===== config.mk =====
export PLATFORM = sky130hd
export DESIGN_NAME = sha_msg_schedule
export DESIGN_NICKNAME = d
export VERILOG_FILES = /design/src/rtl/sha_pkg.sv /design/src/rtl/sha_msg_schedule.sv
export SDC_FILE = /design/constraint.sdc
export NUM_CORES = 2
export LEC_CHECK = 0
export ABC_AREA = 0
export BUFFER_PORTS_ARGS = -buffer_cell sky130_fd_sc_hd__buf_4
export CAP_MARGIN = 20
export CORE_AREA = 2 2 433 435
export CTS_CLUSTER_SIZE = 25
export DETAILED_ROUTE_END_ITERATION = 8
export DIE_AREA = 0 0 435 437
export SLEW_MARGIN = 10
export SYNTH_ARGS = -nofsm -noshare
export SYNTH_HDL_FRONTEND = slang
export SYNTH_SLANG_ARGS = --single-unit

===== constraint.sdc =====
create_clock -name clk -period 35.1 [get_ports clk]
set_input_delay 0 -clock clk [delete_from_list [all_inputs] [get_ports clk]]
set_output_delay 0 -clock clk [all_outputs]
set_load 0.02 [all_outputs]

===== src/rtl/sha_pkg.sv =====
// Shared SHA definitions: mode/message types, schedule state enum, round counts
// and the sigma/rotate helpers used by the message-schedule expansion.
package sha;

  typedef enum logic [2:0] {
    mode_sha1       = 3'd0,
    mode_sha224     = 3'd1,
    mode_sha256     = 3'd2,
    mode_sha384     = 3'd3,
    mode_sha512     = 3'd4,
    mode_sha512_224 = 3'd5,
    mode_sha512_256 = 3'd6,
    mode_rsvd       = 3'd7
  } mode_t;

  // w32 aliases the low 512 bits: w32[15] is the first 32-bit word of a 512-bit block
  typedef union packed {
    logic [15:0][63:0] w64;
    logic [31:0][31:0] w32;
  } msg_t;

  typedef logic [15:0][63:0] window_t;

  typedef enum logic {st_idle, st_run} sched_state_t;

  localparam int unsigned rounds_64 = 64;
  localparam int unsigned rounds_80 = 80;

  function automatic logic [31:0] rotl1(input logic [31:0] x);
    return {x[30:0], x[31]};
  endfunction

  function automatic logic [31:0] rotr32(input logic [31:0] x, input int unsigned n);
    return (x >> n) | (x << (32 - n));
  endfunction

  function automatic logic [63:0] rotr64(input logic [63:0] x, input int unsigned n);
    return (x >> n) | (x << (64 - n));
  endfunction

  function automatic logic [31:0] delta0_32(input logic [31:0] x);
    return rotr32(x, 7) ^ rotr32(x, 18) ^ (x >> 3);
  endfunction

  function automatic logic [31:0] delta1_32(input logic [31:0] x);
    return rotr32(x, 17) ^ rotr32(x, 19) ^ (x >> 10);
  endfunction

  function automatic logic [63:0] delta0_64(input logic [63:0] x);
    return rotr64(x, 1) ^ rotr64(x, 8) ^ (x >> 7);
  endfunction

  function automatic logic [63:0] delta1_64(input logic [63:0] x);
    return rotr64(x, 19) ^ rotr64(x, 61) ^ (x >> 6);
  endfunction

  function automatic logic is_512(input mode_t m);
    return (m == mode_sha384) || (m == mode_sha512) ||
           (m == mode_sha512_224) || (m == mode_sha512_256);
  endfunction

  // window entry 0 holds W[t]; the returned word is W[t+16]
  function automatic logic [31:0] next_w_sha1(input window_t s);
    return rotl1(s[13][31:0] ^ s[8][31:0] ^ s[2][31:0] ^ s[0][31:0]);
  endfunction

  function automatic logic [31:0] next_w32(input window_t s);
    return delta1_32(s[14][31:0]) + s[9][31:0] + delta0_32(s[1][31:0]) + s[0][31:0];
  endfunction

  function automatic logic [63:0] next_w64(input window_t s);
    return delta1_64(s[14]) + s[9] + delta0_64(s[1]) + s[0];
  endfunction

endpackage


===== src/rtl/sha_msg_schedule.sv =====
// SHA-1/SHA-2 message schedule: expands one 1024-bit block into W_t words.
// SHA-1 support is compiled in only when SHA_SCHED_SHA1_EN is defined.
module sha_msg_schedule
  import sha::*;
(
  input  logic        clk,
  input  logic        rst,
  input  mode_t       mode,
  input  msg_t        blk,
  input  logic        blk_valid,
  output logic        blk_ready,
  output logic [63:0] w,
  output logic [6:0]  w_idx,
  output logic        w_valid,
  input  logic        w_ready,
  output logic        w_last,
  output logic        err
);

  sched_state_t state, state_nxt;
  mode_t        mode_q;
  window_t      win;
  logic [6:0]   idx;
  logic         err_q;
  logic         mode_ok;
  logic         accept;
  logic         hs;
  logic [6:0]   last_idx;
  logic [63:0]  nw;

  always_comb begin
    mode_ok = 1'b0;
    case (mode)
      mode_sha224, mode_sha256, mode_sha384, mode_sha512,
      mode_sha512_224, mode_sha512_256: mode_ok = 1'b1;
`ifdef SHA_SCHED_SHA1_EN
      mode_sha1: mode_ok = 1'b1;
`endif
      default: mode_ok = 1'b0;
    endcase
  end

  assign last_idx = ((mode_q == mode_sha224) || (mode_q == mode_sha256)) ?
                    7'(rounds_64 - 1) : 7'(rounds_80 - 1);

  always_ff @(posedge clk or posedge rst) begin
    if (rst) state <= st_idle;
    else     state <= state_nxt;
  end

  always_comb begin
    state_nxt = state;
    blk_ready = 1'b0;
    w_valid   = 1'b0;
    w_last    = 1'b0;
    case (state)
      st_idle: begin
        blk_ready = 1'b1;
        if (blk_valid && mode_ok) state_nxt = st_run;
      end
      st_run: begin
        w_valid = 1'b1;
        w_last  = (idx == last_idx);
        if (w_ready && w_last) state_nxt = st_idle;
      end
      default: state_nxt = st_idle;
    endcase
  end

  assign accept = blk_valid && blk_ready;
  assign hs     = w_valid && w_ready;

  always_comb begin
    nw = '0;
    if (is_512(mode_q)) nw = next_w64(win);
`ifdef SHA_SCHED_SHA1_EN
    else if (mode_q == mode_sha1) nw = {32'h0, next_w_sha1(win)};
`endif
    else nw = {32'h0, next_w32(win)};
  end

  always_ff @(posedge clk or posedge rst) begin
    if (rst) begin
      mode_q <= mode_sha1;
      win    <= '0;
      idx    <= '0;
      err_q  <= 1'b0;
    end else begin
      err_q <= accept && !mode_ok;
      if (accept) begin
        mode_q <= mode;
        idx    <= '0;
        for (int unsigned j = 0; j < 16; j++)
          win[j] <= is_512(mode) ? blk.w64[15-j] : {32'h0, blk.w32[15-j]};
      end else if (hs) begin
        // entry 0 always presents the current word; new word enters at the top
        idx <= idx + 7'd1;
        for (int unsigned j = 0; j < 15; j++)
          win[j] <= win[j+1];
        win[15] <= nw;
      end
    end
  end

  assign w     = win[0];
  assign w_idx = idx;
  assign err   = err_q;

endmodule


; ---- Word level (Yosys, flattened, before mapping)
; Cells that the tools add are included.
[word_totals]
ff_bits = 1036
out_inout_bits = 75
word_cells = 101
in_bits = 1031
[op_classes]
muxes = 29
addsub = 7
n_eq_ne = 13
bitwise = 17
reduce_logical = 15
[op_table]
columns = operator, n
row1 = 2-to-1 mux 1024 bit, 2
row2 = 2-to-1 mux 64 bit, 17
row3 = adder 64 bit, 3
row4 = XOR 64 bit, 2
row5 = adder 32 bit, 3
row6 = bitwise OR 3 x 64 -> 64 bit, 1
row7 = bitwise OR 45 x 64 -> 64 bit, 1
row8 = bitwise OR 56 x 64 -> 64 bit, 1
row9 = bitwise OR 63 x 64 -> 64 bit, 1
row10 = XOR 32 bit, 2
row11 = XOR 64 x 57 -> 64 bit, 1
row12 = XOR 64 x 58 -> 64 bit, 1
row13 = bitwise OR 13 x 32 -> 32 bit, 1
row14 = bitwise OR 14 x 32 -> 32 bit, 1
row15 = bitwise OR 15 x 32 -> 32 bit, 1
row16 = bitwise OR 25 x 32 -> 32 bit, 1
row17 = XOR 32 x 22 -> 32 bit, 1
row18 = XOR 32 x 29 -> 32 bit, 1
row19 = 2-to-1 mux 7 bit, 3
row20 = == test 3 bit (second input constant), 6
row21 = == test 3 x 2 -> 1 bit (second input constant), 4
row22 = adder 7 x 1 -> 7 bit (second input constant), 1
row23 = == test 7 bit, 1
row24 = logical OR 1 bit, 7
row25 = other kinds (8), 18

; ---- Logic depth before layout (Yosys ltp)
[logic_depth]
ltp_word = 9
mapped_depth = 20
ltp_nobuf = 19

; ---- Worst setup path after synthesis
; No wires, ideal clock.
[synth_timing]
path_kind = register to register
from = register win[907] (netlist bit)
to = register win[989] (netlist bit)
path_buffers = 1
setup_time_ns = 0.126
required_time_ns = 34.974
stages_incl_launch_ff = 18
t_arrival_ns = 4.299
slack_ns = 30.675
cell_sequence = dfrtp_1 clkbuf_1 xnor2_1 xnor2_1 fa_1 fa_1 ha_1 fa_1 a21o_1 a21oi_2 o21ai_1 a31oi_1 o211ai_1 a21oi_2 o41ai_2 a21oi_1 o21ai_1 a221o_1
[synth_between]
elab_chain_cells = 9
elab_cells_between_ends = 16
cone_classes = 6 x add/sub / 3 x mux / 7 x bitwise
[synth_lines]
columns = element, line_no
row1 = "start, declared", sha_msg_schedule.sv:22  ; window_t win;
row2 = "start signal, assigned by index", sha_msg_schedule.sv:94  ; win[j] <= is_512(mode) ? blk.w64[15-j] : {32'h0, blk.w32[15-j]};
row3 = "start signal, assigned by index", sha_msg_schedule.sv:99  ; win[j] <= win[j+1];
row4 = "bitwise OR 3 x 64 -> 64 bit, or another cell as far along", sha_pkg.sv:38  ; return (x >> n) | (x << (64 - n));
row5 = XOR 64 bit / XOR 32 bit (equally long branches), "sha_pkg.sv:54, sha_pkg.sv:46"
row6 = XOR 64 x 58 -> 64 bit / XOR 32 x 22 -> 32 bit (equally long branches), "sha_pkg.sv:54, sha_pkg.sv:46"
row7 = adder 64 bit / adder 32 bit (equally long branches) (3 in series), "sha_pkg.sv:72, sha_pkg.sv:68"
row8 = 2-to-1 mux 64 bit *, sha_msg_schedule.sv:75  ; if (is_512(mode_q)) nw = next_w64(win);
row9 = 2-to-1 mux 1024 bit *, sha_msg_schedule.sv:95  ; end else if (hs) begin
row10 = 2-to-1 mux 1024 bit *, sha_msg_schedule.sv:90  ; if (accept) begin
; Mark *: on every way between the ends. The rest lies on a longest branch, timed or not. The select of a mux whose other input is x is not followed.
; A chain may end at the register's enable or synchronous reset.

; ---- Worst setup path after layout
[layout_timing]
from = register state
to = register win[331] (netlist bit)
[layout_between]
elab_chain_cells = 3
elab_cells_between_ends = 6
cone_classes = 3 x mux / 3 x reduce/logical
[layout_lines]
columns = element, line_no
row1 = "start, declared", sha_msg_schedule.sv:20  ; sched_state_t state, state_nxt;
row2 = "start signal, assigned", sha_msg_schedule.sv:47  ; if (rst) state <= st_idle;
row3 = "start signal, assigned", sha_msg_schedule.sv:48  ; else state <= state_nxt;
row4 = 2-to-1 mux 1 bit, sha_msg_schedule.sv:56  ; case (state)
row5 = "logical AND 1 bit, on equally long branches", "sha_msg_schedule.sv:70, sha_msg_schedule.sv:71"
row6 = 2-to-1 mux 1024 bit / nonzero test 2 bit (equally long branches), --
; Parallel ways exist; a longest one is shown, timed or not.

==> key figures <==
Logic synthesis
  – Seq cells post-synth: 1036
  – Synth Net Count: roughly 9800
  – Synth area leaders: dfrtp_1, nand2_1, a21oi_1, fa_1, a31oi_1
  – Area leader, netlist: dfrtp_1
  – Count leader, synth: nand2_1
  – Sequential fraction of the synthesis area: slightly below 40%
  – Avg Cell Area, Syn: slightly below 8 µm²
  – Fraction of registers with async set/reset: between 90% and 100%
  – Post-synthesis cell count: around 8400
  – Cell area after synthesis: around 66000 µm²
  – Most used flip-flop cell after synthesis: dfrtp_1
  – Ys Warns: 0
  – Post-synth top cells: nand2_1, dfrtp_1, a21oi_1
  – Synth top area share: between 30 and 40%
  – Post-synth EDFFs: 0
  – Distinct cell type count after synthesis: slightly above 80

Setup path
  – Crit path buf inv count: 5
  – Crit Path Class: reg2reg
  – Worst Setup End Kind: register
  – Critical path's top delay family: buffers and inverters
  – Worst EP required: 35.71 ns
  – Max stage delay on crit path: approximately 0.9 ns
  – Crit path cell chain: nor2b_4, nor2_4, buf_4, buf_4, buf_4, buf_4, buf_4, o21ai_0
  – Worst r2r path cells: 8
  – Most used cell, CP: buf_4
  – Slowest CP cell: buf_4
  – Worst Path Max Fanout: about 110
  – Crit start category: register
  – CP Depth: 8
  – Worst path arrival time: about 7.0 ns

Timing
  – Least-Margin Pin Slew: 1.27 ns
  – Fin crit period: 6.36 ns
  – F_max: about 0.16 GHz
  – Final Hold Viols: 0
  – Setup_tns: 0 ns
  – Pins Over Slew Limit: 0
  – Fin crit share: between 10% and 20%
  – Slew margin rel.: 15.1%
  – Final setup vio count: 0
  – RSZ-0062 raised after global routing: false
  – Max Clock Skew: just over 0.03 ns

Die
  – Num ports: about 1100
  – DIE AREA: roughly 190000 µm²
  – Chip width: around 440 µm
  – Core Rows: about 160
  – Initial core utilization: 35.5%
  – Core area: about 190000 µm²
  – Die Y: 437 µm

Final layout
  – Layout cells sized above 1: around 15%
  – Nets: between 10000 and 15000
  – Design area: slightly above 90000 µm²
  – Fillers: 18200
  – P&R area growth vs syn: 38.1%

Global routing
  – Vias in the first global route: roughly 72000
  – Gr usage total: between 40% and 50%
  – First-pass GRT wire length: between 600 and 700 mm
  – Total grt overflow: 0
  – Initial antenna violation count: 64
  – Largest net degree at the start of global routing: 192

Job
  – Max-Cap Viols: 0

Route
  – Routed Antenna Nets: 0
  – Routed vias: 75100
  – Remaining DRCs: 2
  – Routed vias/inst: between 5 and 6
  – Routed len/inst: between 30 and 40 µm
  – WL final: 449 mm
  – DR pass1 iterations: 9
  – DR iter-0 viols: between 10000 and 15000

Min path
  – Worst hold-check path type: in2reg
  – Hold path depth: 4

Run status
  – Status: finished, violations left
  – Failing checks: design-rule violations

Power
  – Pwr/cell area: approximately 110 nW/µm²
  – Max IR drop VDD: 0.0701 mV
  – Leakage: roughly 0.041 µW

Clock tree
  – Clk slew on worst S/H paths: approximately 0.060 ns
  – CTS resizes: 0
  – CTS Buffer Depth: 3
  – CTS tree: yes
  – Clk sinks: 1036
  – Insertion delay to the later sink of the worst-skew pair: 0.81 ns
  – CTS root buf: clkbuf_16
  – CTS H-tree depth: 4
  – Post-CTS Setup Bufs: 0
  – CTS Buf Count: approximately 130
  – CTS Hold Buffers Added: between 1000 and 1500

Place
  – HPWL after DPL: about 350 mm
  – PortBufs: about 1100
  – Cell Area, Placed: 74800 µm²
  – Placer Congestion: between 1 and 1.5
-- cell families (layout without fill, tap and decap cells) --
kind of cell / Yosys count / after routing / synth area share [%]
other: 0 / 42 / 0
buffers and inverters: 1140 / 2905 / 7.01
adder cells (fa/ha/maj): 284 / 284 / 7.56
AO/OA/AOI/OAI: 2308 / 2308 / 20.0
XOR/XNOR: 437 / 437 / 5.83
flip-flops: 1036 / 1036 / 39.5
multiplexers: 5 / 5 / 0.0763
AND/OR/NAND/NOR: 3234 / 3234 / 20.0
-- layout by cell type (no fill, tap or decap), drive strengths merged, types with 4 or more instances in the layout --
| cell | count |
|---|---|
| a211oi | 17 |
| a21boi | 9 |
| a21o | 65 |
| a21oi | 959 |
| a221o | 5 |
| a221oi | 23 |
| a22oi | 14 |
| a31oi | 495 |
| and2 | 6 |
| and3 | 12 |
| and4 | 5 |
| buf | 1239 |
| bufinv | 9 |
| clkbuf | 189 |
| clkinv | 25 |
| dfrtp | 1036 |
| diode | 42 |
| dlygate4sd3 | 1129 |
| fa | 188 |
| ha | 96 |
| inv | 311 |
| mux2i | 5 |
| nand2 | 1980 |
| nand2b | 9 |
| nand3 | 566 |
| nand4 | 22 |
| nor2 | 584 |
| nor2b | 12 |
| nor3 | 20 |
| o211ai | 80 |
| o21a | 6 |
| o21ai | 573 |
| o21bai | 11 |
| o22ai | 7 |
| o31a | 4 |
| o31ai | 11 |
| or3 | 9 |
| xnor2 | 285 |
| xor2 | 152 |
-- routing by layer --
layer	global-route usage [%]	wire length [µm]
met5	0	223
met4	36.1	43300
met2	67.7	192000
met1	56.9	170000
met3	11.2	43600
-- worst paths after layout --
check                      slack [ns]  startpoint       end
max                             28.74       state  win[331]
min                              0.05    blk[691]  win[371]
max reg2reg                     28.74       state  win[331]
min reg2reg                      0.48    win[664]  win[664]
max in group asynchronous       31.41         rst  win[352]
min in group asynchronous        0.48         rst     w[38]
-- sequential cells by signal, summed over array words and instances, names as in the netlist --
register and flops:
w_idx 7, state 1, win 960, w 64
err 1, mode_q 3
-- final cells by class --
| type | count | area, µm² | share of cell area, % |
|---|---|---|---|
| Clock buffer | 189 | 3820 | 4.22 |
| Tap cell | 2480 | 3100 | 3.42 |
| Inverter | 303 | 1140 | 1.26 |
| Sequential cell | 1036 | 25900 | 28.6 |
| Multi-Input combinational cell | 6268 | 35200 | 38.8 |
| Timing Repair Buffer | 2368 | 20800 | 22.9 |
| Antenna cell | 42 | 105 | 0.116 |
| Clock inverter | 45 | 551 | 0.608 |
-- worst min-delay path: stages --
cell and delay, ns:
dlygate4sd3_1 0.54, buf_4 0.13, nand3_1 0.06, a31oi_1 0.08
-- per-stage QoR --
stage / hold WS (ns) / total power (µW) / worst slack, ns / util [%] / instances
detailed placement: 0.119 / 8500 / 28.94 / 40.4 / 11300
finish: 0.0524 / 10300 / 28.74 / 49.0 / 12700
floorplan: 0.105 / 5960 / 5.94 / - / 8444
CTS: 0.00505 / 10100 / 28.90 / 48.9 / 12700
global route: 0.0354 / 10800 / 28.33 / 48.9 / 12700
global placement: 0.119 / 8590 / 29.03 / 40.4 / 11300
-- where the power goes --
group,internal [µW],total (µW),switching [µW]
Clock,826,1430,601
Sequential,1500,1910,408
Combinational,2480,6980,4500
Total,4810,10300,5510
Power figures use the tool's default switching activity.
